===== src/rtl/demux8_dispatch_ctrl.sv =====
// demux8_dispatch_ctrl
// Sequencer for a 1-to-8 demux datapath. A one-entry holding register takes
// items from a valid/ready input stream. Each item goes to exactly one channel,
// chosen either by the destination address or by a round-robin search over the
// ready channels. An item stalled for TIMEOUT cycles is dropped. Sent items are
// counted with wrap-around and dropped items with saturation.
module demux8_dispatch_ctrl #(
  parameter int DW      = 8,
  parameter int TIMEOUT = 15,
  parameter int CNT_W   = 16
) (
  input  logic             clk,
  input  logic             rst_n,
  input  logic             mode,
  input  logic             in_valid,
  output logic             in_ready,
  input  logic [DW-1:0]    in_data,
  input  logic [2:0]       in_dest,
  input  logic [7:0]       ch_ready,
  output logic [7:0]       ch_valid,
  output logic [2:0]       sel,
  output logic [DW-1:0]    dout,
  output logic             busy,
  output logic             drop_pulse,
  output logic [CNT_W-1:0] sent_cnt,
  output logic [7:0]       drop_cnt
);

  // The stall counter only has to reach TIMEOUT. It saturates there, so it
  // cannot wrap when the timeout is disabled.
  localparam int            SW     = (TIMEOUT < 2) ? 1 : $clog2(TIMEOUT + 1);
  localparam logic [SW-1:0] TO_VAL = SW'(TIMEOUT);
  localparam bit            TO_EN  = (TIMEOUT > 0);

  typedef enum logic {IDLE, DISPATCH} state_t;

  state_t           state_q, state_d;
  logic             rdy_q;
  logic [2:0]       sel_q;
  logic [2:0]       ptr_q;
  logic [DW-1:0]    data_q;
  logic [SW-1:0]    stall_q;
  logic [CNT_W-1:0] sent_q;
  logic [7:0]       drop_q;

  logic             sel_ready;
  logic             complete;
  logic             drop;
  logic             accept;
  logic [2:0]       rr_pick;

  // Returns the first ready channel at or after ptr, wrapping modulo 8.
  // Returns ptr itself when no channel is ready.
  function automatic logic [2:0] rr_first(input logic [2:0] ptr, input logic [7:0] rdy);
    logic [2:0] idx;
    logic       found;
    rr_first = ptr;
    found    = 1'b0;
    for (int k = 0; k < 8; k++) begin
      idx = ptr + 3'(k);
      if (!found && rdy[idx]) begin
        rr_first = idx;
        found    = 1'b1;
      end
    end
  endfunction

  function automatic logic [7:0] sat_inc8(input logic [7:0] v);
    sat_inc8 = (v == 8'hFF) ? v : v + 8'd1;
  endfunction

  function automatic logic [SW-1:0] stall_inc(input logic [SW-1:0] v);
    stall_inc = (v == {SW{1'b1}}) ? v : v + SW'(1);
  endfunction

  assign sel_ready = ch_ready[sel_q];
  assign complete  = (state_q == DISPATCH) && sel_ready;
  assign drop      = TO_EN && (state_q == DISPATCH) && !sel_ready && (stall_q == TO_VAL);
  // While an item completes, a new item can be taken in the same cycle. This
  // gives back-to-back throughput of one item per cycle.
  assign in_ready  = rdy_q && ((state_q == IDLE) || complete);
  assign accept    = in_valid && in_ready;
  assign rr_pick   = rr_first(ptr_q, ch_ready);

  assign sel       = sel_q;
  assign sent_cnt  = sent_q;
  assign drop_cnt  = drop_q;

  // Next-state and output decode. In the drop cycle the channel valid is
  // withdrawn, and drop_pulse marks that cycle.
  always_comb begin
    state_d    = state_q;
    ch_valid   = 8'h00;
    dout       = '0;
    busy       = 1'b0;
    drop_pulse = 1'b0;
    case (state_q)
      IDLE: begin
        if (accept) state_d = DISPATCH;
      end
      DISPATCH: begin
        busy       = 1'b1;
        dout       = data_q;
        drop_pulse = drop;
        if (!drop) ch_valid = 8'b1 << sel_q;
        if (complete)  state_d = accept ? DISPATCH : IDLE;
        else if (drop) state_d = IDLE;
      end
      default: state_d = IDLE;
    endcase
  end

  // State register. in_ready stays low until the first edge after reset.
  always_ff @(posedge clk or negedge rst_n) begin
    if (!rst_n) begin
      state_q <= IDLE;
      rdy_q   <= 1'b0;
    end else begin
      state_q <= state_d;
      rdy_q   <= 1'b1;
    end
  end

  // Holding register, select, round-robin pointer and stall counter. All of
  // these are loaded on accept.
  always_ff @(posedge clk or negedge rst_n) begin
    if (!rst_n) begin
      sel_q   <= 3'd0;
      ptr_q   <= 3'd0;
      data_q  <= '0;
      stall_q <= '0;
    end else if (accept) begin
      data_q  <= in_data;
      stall_q <= '0;
      if (mode) begin
        sel_q <= rr_pick;
        ptr_q <= rr_pick + 3'd1;
      end else begin
        sel_q <= in_dest;
      end
    end else if ((state_q == DISPATCH) && !sel_ready) begin
      stall_q <= stall_inc(stall_q);
    end
  end

  // Sent counter wraps around. Drop counter saturates.
  always_ff @(posedge clk or negedge rst_n) begin
    if (!rst_n) begin
      sent_q <= '0;
      drop_q <= 8'h00;
    end else begin
      if (complete) sent_q <= sent_q + CNT_W'(1);
      if (drop)     drop_q <= sat_inc8(drop_q);
    end
  end

endmodule

===== config.mk =====
export PLATFORM = sky130hd
export DESIGN_NAME = demux8_dispatch_ctrl
export DESIGN_NICKNAME = d
export VERILOG_FILES = /design/src/rtl/demux8_dispatch_ctrl.sv
export SDC_FILE = /design/constraint.sdc
export NUM_CORES = 1
export LEC_CHECK = 0
export ABC_AREA = 1
export CAP_MARGIN = 20
export CORE_UTILIZATION = 54
export DETAILED_ROUTE_END_ITERATION = 12
export GPL_TIMING_DRIVEN = 1
export PLACE_DENSITY = 0.95
export SLEW_MARGIN = 20
export SYNTH_ARGS = -nofsm -noshare
export SYNTH_HDL_FRONTEND = slang
export SYNTH_SLANG_ARGS = --single-unit

===== constraint.sdc =====
create_clock -name clk -period 4.67 [get_ports clk]
set_input_delay 0.934 -clock clk [delete_from_list [all_inputs] [get_ports clk]]
set_output_delay 0.934 -clock clk [all_outputs]
set_load 0.05 [all_outputs]

==> flow_summary.ini <==
[outcome]
status = completed

[clock_tree]
htree_levels = 2
clk_path_buf_depth = 2
numCtsBuffers = 5
root_buffer = clkbuf_8
hold_buffers = 0
clk_latency_ns = 0.30
cts_setup_buffers = 0
clkSlewWorstSetupHoldPaths_ns = 0.08
cts_tree = yes
cts.sinks = 44
cts_resized = 0

[grt]
grt_pass1_wl_um = 11740
grt_max_degree = 45
antenna_found_initial = 0
grt_pass1_vias = 2637
gr-total-overflow = 0
grt.total_usage_pct = 28.07

[floorplan]
start_util_pct = 57.82
die_h_um = 74.29
dieArea_sq_um = 5518
core.rowCount = 25
fp.dieW_um = 74.29
io_pins = 69
core-area_sq_um = 4880

[synthesis]
ys_warn_count = 0
synth_cell_types = 32
syn-num-nets = 419
syn_inst = 390
synth.avg_cell_area_sq_um = 7.235
synth-seq-cells = 44
synthFlopType = dfrtp_1
async_flop_share_pct = 100.0
synth-seq-area-share_pct = 39.02
synth_edf_count = 0
syn-cell-area_sq_um = 2821

[detailed_routing]
wire_per_inst_um = 13.92
drt_pass1_iterations = 5
antenna_left = 0
num_vias = 2807
drc_errors = 0
via_per_inst = 5.337
wl_um = 7324
drt_iter0_drc = 259

[setup_path]
cp_max_fo = 4
crit_type = in -> out
setup.worst_path.start = ch_ready[4]
r2r_slack_ns = 1.39
cp-end-kind = primary output
reg2reg_depth = 21
endpoint = ch_valid[1]
required_ns = 3.74
r2r_end = ptr_q[2]
start_kind = primary input
arrival_ns = 3.21
r2r-start = ptr_q[0]

[cells_and_area]
multiInputGateArea_sq_um = 1501
ff_latch_area_sq_um = 1101
nFillCells = 360
nNetsFinal = 487
area_growth_pct = 29.71
drive_above_1_share_pct = 7.625
finalInstanceArea_sq_um = 3660
antenna_cells = 0

[power_and_ir_drop]
p_clk_share_pct = 12.1
power_density_nw_per_um2 = 699.4
p_leak_nw = 1.869
swShare_pct = 54.00
vdd.ir_drop.worst_v = 0.0003621
p_switching_mw = 1.382
p_seq_share_pct = 24.0
combPwrFrac_pct = 63.9
p_int_mw = 1.177

[sta]
finalCriticalPeriod_ns = 4.141
maxSlewHeadroom_pct = 38.53
clock_skew_ns = 0.009889
worst_pin_slew_ns = 0.9221
timing.final.crit_share_pct = 88.68
fin_ws_ns = 0.5286
setup_tns_ns = 0
hold_viol = 0
fmax_mhz = 241.5
rsz0062_at_grt = false
slew_violations = 0
setup_viol = 0

[min_path]
min_from = sent_cnt[15]
hold_class = reg -> reg

[placement]
pre_cts_ws_ns = 0.5465
dp_hpwl_um = 5331
dpl_cell_area_sq_um = 3538
finalWeightedCongestion = 0.9004
port_buffers = 68

[run]
maxCapViolations = 0
metrics by stage:
step,power [mW],instances,util (%),hold slack (ns)
after floorplan,1.822,390,-,0.4492
after global placement,2.150,518,72.51,0.4637
after detailed placement,2.210,518,72.51,0.4664
after CTS,2.539,526,75.00,0.4891
after global routing,2.737,526,75.00,0.5232
final,2.560,526,75.00,0.4857
cell type report:
| cell class | count | share of cell area, % |
|---|---|---|
| Clock buffer | 6 | 2.256 |
| Clock inverter | 2 | 1.060 |
| Inverter | 47 | 4.821 |
| Timing Repair Buffer | 68 | 18.46 |
| Multi-Input combinational cell | 292 | 41.03 |
| Sequential cell | 44 | 30.09 |
| Tap cell | 67 | 2.291 |
cells by family after synthesis:
kind of cell               synth area share (%)
AOI/OAI and AO/OA                         3.947
xor gates and xnor gates                  8.648
adders and majority gates                 2.661
buffers and inverters                     7.760
DFF                                       39.02
other                                    0.1329
and+or+nand+nor                           37.83
metal layers:
layer | up-vias | GRT usage (%) | part of all wire (%)
met5 | - | 0 | 0
met4 | 0 | 7.547 | 1.0
met3 | 10 | 6.233 | 7.1
met2 | 122 | 51.21 | 50
met1 | 1323 | 33.33 | 42
li1 | 1352 | - | -
state kept, by name, summed over array words and instances, names as in the netlist:
name	cells
data_q	8
drop_cnt	8
ptr_q	3
rdy_q	1
sel	3
sent_cnt	16
stall_q	4
state_q	1
how the worst min path moves through the flow:
stage / to / depth (start not counted)
after floorplan: data_q[0] / 2
after global placement: data_q[7] / 2
after detailed placement: data_q[3] / 2
after CTS: sent_cnt[15] / 1
after global routing: sent_cnt[15] / 1
final: sent_cnt[15] / 1
cells in the final DEF (no fill, tap or decap), drive strengths merged:
| cell | instances |
|---|---|
| nand2 | 143 |
| clkdlybuf4s50 | 67 |
| nand3 | 49 |
| inv | 47 |
| dfrtp | 44 |
| nor2 | 33 |
| xor2 | 14 |
| xnor2 | 13 |
| o21ai | 12 |
| nor3 | 6 |
| ha | 6 |
| clkbuf | 6 |
| nand4 | 5 |
| a21oi | 3 |
| nor3b | 2 |
| a22oi | 2 |
| a31oi | 1 |
| a211oi | 1 |
| o211ai | 1 |
| bufinv | 1 |
| clkinv | 1 |
| buf | 1 |
| conb | 1 |
synthesized netlist by cell type (4+ instances only):
| cell type | n | area [sq um] |
|---|---|---|
| inv_2 | 7 | 26.28 |
| nand2_1 | 133 | 499.2 |
| xor2_1 | 14 | 122.6 |
| nand4_1 | 4 | 25.02 |
| nand2_2 | 9 | 56.30 |
| ha_1 | 6 | 75.07 |
| inv_1 | 40 | 150.1 |
| xnor2_1 | 12 | 105.1 |
| o21ai_1 | 6 | 30.03 |
| dfrtp_1 | 44 | 1101 |
| nor3_1 | 6 | 30.03 |
| o21ai_0 | 6 | 30.03 |
| nand3_1 | 48 | 240.2 |
| nor2_1 | 27 | 101.4 |
power by group through the flow:
stage / Combinational [mW] / Clock (mW) / Sequential (mW)
final: 1.64 / 0.311 / 0.613
after global routing: 1.78 / 0.328 / 0.625
after CTS: 1.62 / 0.314 / 0.607
after detailed placement: 1.60 / 0 / 0.612
after global placement: 1.55 / 0 / 0.605
after floorplan: 1.14 / 0 / 0.680
worst max-delay path, cell delays in order:
cell and delay (ns):
clkdlybuf4s50_1 0.50, inv_1 0.05, o21ai_0 0.16, nand2_1 0.07, nand4_1 0.10, nand2_1 0.06
nand2_1 0.11, nor2_2 0.06, inv_1 0.11, nand3_1 0.10, nor2_1 0.12, clkdlybuf4s50_1 0.83
Power figures use the tool's default switching activity.
